==> src/rtl/alu_defs.sv <==
// Shared ALU definitions: op encodings and sequencer states.
// Used by the add32 sequencer and the ALU decoder.
package alu_defs;

  localparam logic [1:0] OP_ADD = 2'b00;
  localparam logic [1:0] OP_ADC = 2'b01;
  localparam logic [1:0] OP_SUB = 2'b10;
  localparam logic [1:0] OP_SBC = 2'b11;

  typedef enum logic [1:0] {
    ST_IDLE = 2'd0,
    ST_LO   = 2'd1,
    ST_HI   = 2'd2,
    ST_DONE = 2'd3
  } seq_state_e;

endpackage

==> src/rtl/prefix_adder.sv <==
// 16-bit Kogge-Stone prefix adder.
// Pure combinational; carry-in folded in after the prefix tree.
module prefix_adder (
  input  logic [15:0] A,
  input  logic [15:0] B,
  input  logic        Cin,
  output logic [15:0] S,
  output logic        Cout
);

  logic [4:0][15:0] gl;
  logic [4:0][15:0] pl;
  logic [16:0]      c;

  // Prefix tree of group generate/propagate, then carries and sum
  always_comb begin
    gl = '0;
    pl = '0;
    c  = '0;
    gl[0] = A & B;
    pl[0] = A ^ B;
    for (int l = 0; l < 4; l++) begin
      for (int i = 0; i < 16; i++) begin
        if (i >= (1 << l)) begin
          gl[l+1][i] = gl[l][i]
                     | (pl[l][i] & gl[l][i-(1<<l)]);
          pl[l+1][i] = pl[l][i] & pl[l][i-(1<<l)];
        end else begin
          gl[l+1][i] = gl[l][i];
          pl[l+1][i] = pl[l][i];
        end
      end
    end
    c[0] = Cin;
    for (int i = 0; i < 16; i++) begin
      c[i+1] = gl[4][i] | (pl[4][i] & Cin);
    end
  end

  assign S    = pl[0] ^ c[15:0];
  assign Cout = c[16];

endmodule

==> src/rtl/add32_sequencer.sv <==
// Two-cycle 32-bit add/sub with NZCV, reusing one 16-bit adder.
// Low half in LO, high half with registered carry in HI.
module add32_sequencer
  import alu_defs::*;
(
  input  logic        clk,
  input  logic        rst_n,
  input  logic        in_valid,
  output logic        in_ready,
  input  logic [31:0] a_in,
  input  logic [31:0] b_in,
  input  logic [1:0]  op_in,
  input  logic        c_flag_in,
  output logic        out_valid,
  input  logic        out_ready,
  output logic [31:0] result,
  output logic [3:0]  nzcv
);

  seq_state_e  state_q, state_d;
  logic [31:0] a_q, a_d;
  logic [31:0] b_q, b_d;
  logic        cin_q, cin_d;
  logic        c16_q, c16_d;
  logic [15:0] lo_q, lo_d;
  logic [31:0] result_q, result_d;
  logic [3:0]  nzcv_q, nzcv_d;

  logic [31:0] b_eff;
  logic        cin_sel;
  logic [15:0] add_a, add_b, add_s;
  logic        add_cin, add_cout;
  logic [31:0] sum_full;
  logic        v_flag;

  // Op decode: effective B and carry-in
  always_comb begin
    b_eff   = b_in;
    cin_sel = 1'b0;
    unique case (op_in)
      OP_ADD: begin
        b_eff   = b_in;
        cin_sel = 1'b0;
      end
      OP_ADC: begin
        b_eff   = b_in;
        cin_sel = c_flag_in;
      end
      OP_SUB: begin
        b_eff   = ~b_in;
        cin_sel = 1'b1;
      end
      OP_SBC: begin
        b_eff   = ~b_in;
        cin_sel = c_flag_in;
      end
      default: begin
        b_eff   = b_in;
        cin_sel = 1'b0;
      end
    endcase
  end

  // Select adder half by state
  always_comb begin
    add_a   = a_q[15:0];
    add_b   = b_q[15:0];
    add_cin = cin_q;
    if (state_q == ST_HI) begin
      add_a   = a_q[31:16];
      add_b   = b_q[31:16];
      add_cin = c16_q;
    end
  end

  prefix_adder u_adder (
    .A    (add_a),
    .B    (add_b),
    .Cin  (add_cin),
    .S    (add_s),
    .Cout (add_cout)
  );

  assign sum_full = {add_s, lo_q};
  assign v_flag   = (a_q[31] == b_q[31])
                  && (add_s[15] != a_q[31]);

  // Next-state and datapath register updates
  always_comb begin
    state_d  = state_q;
    a_d      = a_q;
    b_d      = b_q;
    cin_d    = cin_q;
    c16_d    = c16_q;
    lo_d     = lo_q;
    result_d = result_q;
    nzcv_d   = nzcv_q;
    unique case (state_q)
      ST_IDLE: begin
        if (in_valid) begin
          a_d     = a_in;
          b_d     = b_eff;
          cin_d   = cin_sel;
          state_d = ST_LO;
        end
      end
      ST_LO: begin
        lo_d    = add_s;
        c16_d   = add_cout;
        state_d = ST_HI;
      end
      ST_HI: begin
        result_d = sum_full;
        nzcv_d   = {add_s[15], sum_full == 32'd0,
                    add_cout, v_flag};
        state_d  = ST_DONE;
      end
      ST_DONE: begin
        if (out_ready) state_d = ST_IDLE;
      end
      default: state_d = ST_IDLE;
    endcase
  end

  // State and datapath registers, synchronous reset
  always_ff @(posedge clk) begin
    if (!rst_n) begin
      state_q  <= ST_IDLE;
      a_q      <= '0;
      b_q      <= '0;
      cin_q    <= 1'b0;
      c16_q    <= 1'b0;
      lo_q     <= '0;
      result_q <= '0;
      nzcv_q   <= '0;
    end else begin
      state_q  <= state_d;
      a_q      <= a_d;
      b_q      <= b_d;
      cin_q    <= cin_d;
      c16_q    <= c16_d;
      lo_q     <= lo_d;
      result_q <= result_d;
      nzcv_q   <= nzcv_d;
    end
  end

  assign in_ready  = (state_q == ST_IDLE);
  assign out_valid = (state_q == ST_DONE);
  assign result    = result_q;
  assign nzcv      = nzcv_q;

endmodule
==> config.mk <==
export PLATFORM = sky130hd
export DESIGN_NAME = add32_sequencer
export DESIGN_NICKNAME = d
export VERILOG_FILES = /design/src/rtl/alu_defs.sv /design/src/rtl/prefix_adder.sv /design/src/rtl/add32_sequencer.sv
export SDC_FILE = /design/constraint.sdc
export NUM_CORES = 1
export LEC_CHECK = 0
export ABC_AREA = 0
export ABC_CLOCK_PERIOD_IN_PS = 8189
export CELL_PAD_IN_SITES_DETAIL_PLACEMENT = 1
export CELL_PAD_IN_SITES_GLOBAL_PLACEMENT = 1
export CORE_MARGIN = 3
export CORE_UTILIZATION = 43
export CTS_CLUSTER_SIZE = 24
export DETAILED_ROUTE_END_ITERATION = 10
export PLACE_DENSITY_LB_ADDON = 0.1
export SLEW_MARGIN = 20
export SYNTH_ARGS = -nofsm -noshare
export SYNTH_HDL_FRONTEND = slang
export SYNTH_SLANG_ARGS = --single-unit
export TNS_END_PERCENT = 50
==> constraint.sdc <==
create_clock -name clk -period 8.19 [get_ports clk]
set_clock_uncertainty 0.05 [all_clocks]
set_input_delay 2.457 -clock clk [delete_from_list [all_inputs] [get_ports clk]]
set_output_delay 2.457 -clock clk [all_outputs]
set_load 0.005 [all_outputs]
==> run metrics <==
critical path endpoint category=flip-flop; setup tns final=0 ps; Layout Area Growth over Synthesis=29.8%; Yosys cell types=56; Core ar.=13500 um^2; number of port buffers=108; Synth Area in Compound Gates=16.8%; DR vias/cell=5.24; FF-to-FF Start=state_q[0]; Worst Hold Endpoint=a_q[11]; gr ovfl total=0; Total Nets Final=809; final non-filler cell total=905; Placement Cell Area=7150 um^2; post-synthesis net count=723; die area=15400 um^2; fin worst setup slack=3440 ps; antenna violations before repair=0; start point of the critical path=rst_n; crit-path max cell delay=760 ps; PwrDens=340 nW/um^2; synthesized area per cell=9.50 um^2; # setup viols final=0; crit-path most repeated cell=nor4_1; most common cell after layout, fill and taps aside=dfxtp_1; clk root buf=clkbuf_16; routability cong.=0.820; CTS tree=built; R2R Setup Slk=3690 ps; cells on worst reg2reg path=13; Synth Flop Type=dfxtp_1; Max stage delay cell, worst path=buf_4; FMAX=211 MHz; Setup CP Type=in2reg; layout cells sized above 1=11.1%; worst slew pin tran=1110 ps; outcome=complete, no violations; Routed wire per std cell=17.7 um; Adder-Cell Fraction of Synth Area=4.51%; XOR/XNOR share of the synthesized area=6.26%; CTS clk-pin slew, worst paths=60 ps; Starting Density=44.6%; antenna fix cells=0; Max VDD drop=0.000165 V; Post-Syn Area=5990 um^2; Seq/Total Area, Yosys=39.7%; CP Data Arrival Time=5040 ps; DP Wirelength=11000 um; Final min period=4750 ps; Worst Path Required=8490 ps; Tcrit/Tclk final=58.0%; Rel. slew slack=25.7%; DR iter-0 viols=226; final hold vios=0; Hold-fix buffers, CTS=0; Worst setup SP type=input port; Worst-Skew Late Latency=410 ps; Vias=4740; reg2reg end=result[30]; Yosys reg bits=119; EDFF count, synth=0; Simple-Gate Fraction of Synth Area=15.0%; Design Area, Final=7780 um^2; critical path fanouts, max=120; vias in the first global route=5025; cts bufs inserted=17; largest family of logic cells by synthesized area=compound AO/OA/AOI/OAI gates; die height=124 um; FFs w/ async S/R, synth=0%; DR DRC count=0; first-pass GRT wire length=25400 um; clock sink count=119; Longest Clk Path Bufs=2; cells along the critical path=buf_2 -> buf_4 -> or4b_2 -> nor4_1 -> nand4_1 -> nor4_1 -> and4b_1 -> nand4b_1 -> o21ai_1; Pleak=3.18 nW; cts repair resizes=0; Post-Synthesis Cells=631; row count=42; GRT Total Usage=21.3%; Ports=109; H-tree Lvls=4; Syn. warnings=0; RSZ-0062 raised after global routing=false; HP Class=reg2reg; Hold Path Origin=a_q[11]; worst hold slack=414 ps; postcts setup bufs=0; most frequent cells in the layout=dfxtp_1, nand2_1, clkdlybuf4s50_1; Hold Crit Depth=2; Pre-antenna DRT Iters=4; DP Cell Count=874; multiplexer area fraction after synthesis=13.9%; Routed Antenna Nets=0; Die Width=124 um; pin count of the biggest net entering global routing=121; Final Max Slew Viols=0; DRT Wirelength=16000 um; max-cap check violation count=0; Setup Slack @ Placement=3050 ps
## cell families (layout without fill, tap and decap cells)
logic type / count (synthesis) / in the layout
compound gates: 122 / 122
xor+xnor: 42 / 42
fa+ha+maj: 21 / 21
buf+inv: 58 / 156
flops: 119 / 119
mux: 79 / 79
simple gates: 190 / 190
## power by group
part	switching (mW)	total [mW]	leakage [nW]	internal (mW)
Combinational	0.578	1.04	1.91	0.462
Clock	0.268	0.791	0.298	0.524
Sequential	0.0920	0.813	0.973	0.721
## registers in the layout, summed over array words and instances, names as in the netlist
signal,flops
cin_q,1
result,32
c16_q,1
nzcv,3
a_q,32
b_q,32
state_q,2
lo_q,16
## worst max path at each step
stage,cells past startpoint,to
after global routing,9,nzcv[2]
after floorplan,7,nzcv[2]
after CTS,9,nzcv[2]
final,9,nzcv[2]
after detailed placement,9,nzcv[2]
after global placement,9,nzcv[2]
## synth_stat cells (2+ instances only)
cell        n  share of area [%]
a211oi_1    2               0.25
a21boi_0   32                4.0
a21o_1      4               0.50
a21oi_1    12                1.0
a31oi_1     3               0.31
a32oi_1     2               0.29
and2_1      5               0.52
buf_1      12               0.75
buf_4       2               0.25
clkbuf_1   29                1.8
dfxtp_1   119                 40
ha_1       20                4.2
inv_1      14               0.88
mux2_2     31                5.8
mux2i_1    47                7.8
nand2_1   108                6.8
nor2_1     12               0.75
nor2b_1    46                4.8
nor3_1      2               0.17
nor4_1      5               0.52
o211a_1    38                6.3
o211ai_1    3               0.38
o21a_1      3               0.38
o21ai_0     6               0.50
o221ai_1    2               0.29
o41a_1      2               0.38
or2_2       2               0.21
xnor2_1    39                5.7
xor2_1      2               0.29
## area by class of cell
type | count | area, um^2
clock buffers | 20 | 457
inverters | 14 | 52.6
well taps | 176 | 220
flip-flops and latches | 119 | 2380
multi-input cells | 454 | 3400
clock inverters | 11 | 174
fillers | 1498 | 5670
repair buffers | 111 | 1090
## per-layer routing
layer / wire [um] / track usage [%] / up-vias / part of all wire, %
met3: 630 / 4.68 / 24 / 3.9
met1: 7680 / 27.5 / 2280 / 48
met2: 7410 / 35.0 / 84 / 46
met4: 297 / 7.87 / 0 / 1.9
li1: - / - / 2352 / -
met5: 0 / 0 / - / 0
## critical path: cells and delay by family
kind	cells	cell delay (ps)
compound gates	1	90
simple gates	6	1630
buf+inv	2	830
## per-stage QoR
| stage | utilization, % | power [mW] |
|---|---|---|
| after global routing | 57.8 | 2.81 |
| final | 57.8 | 2.64 |
| after floorplan | - | 1.51 |
| after detailed placement | 53.1 | 1.85 |
| after CTS | 57.8 | 2.67 |
| after global placement | 53.1 | 1.83 |
Power figures use the tool's default switching activity.
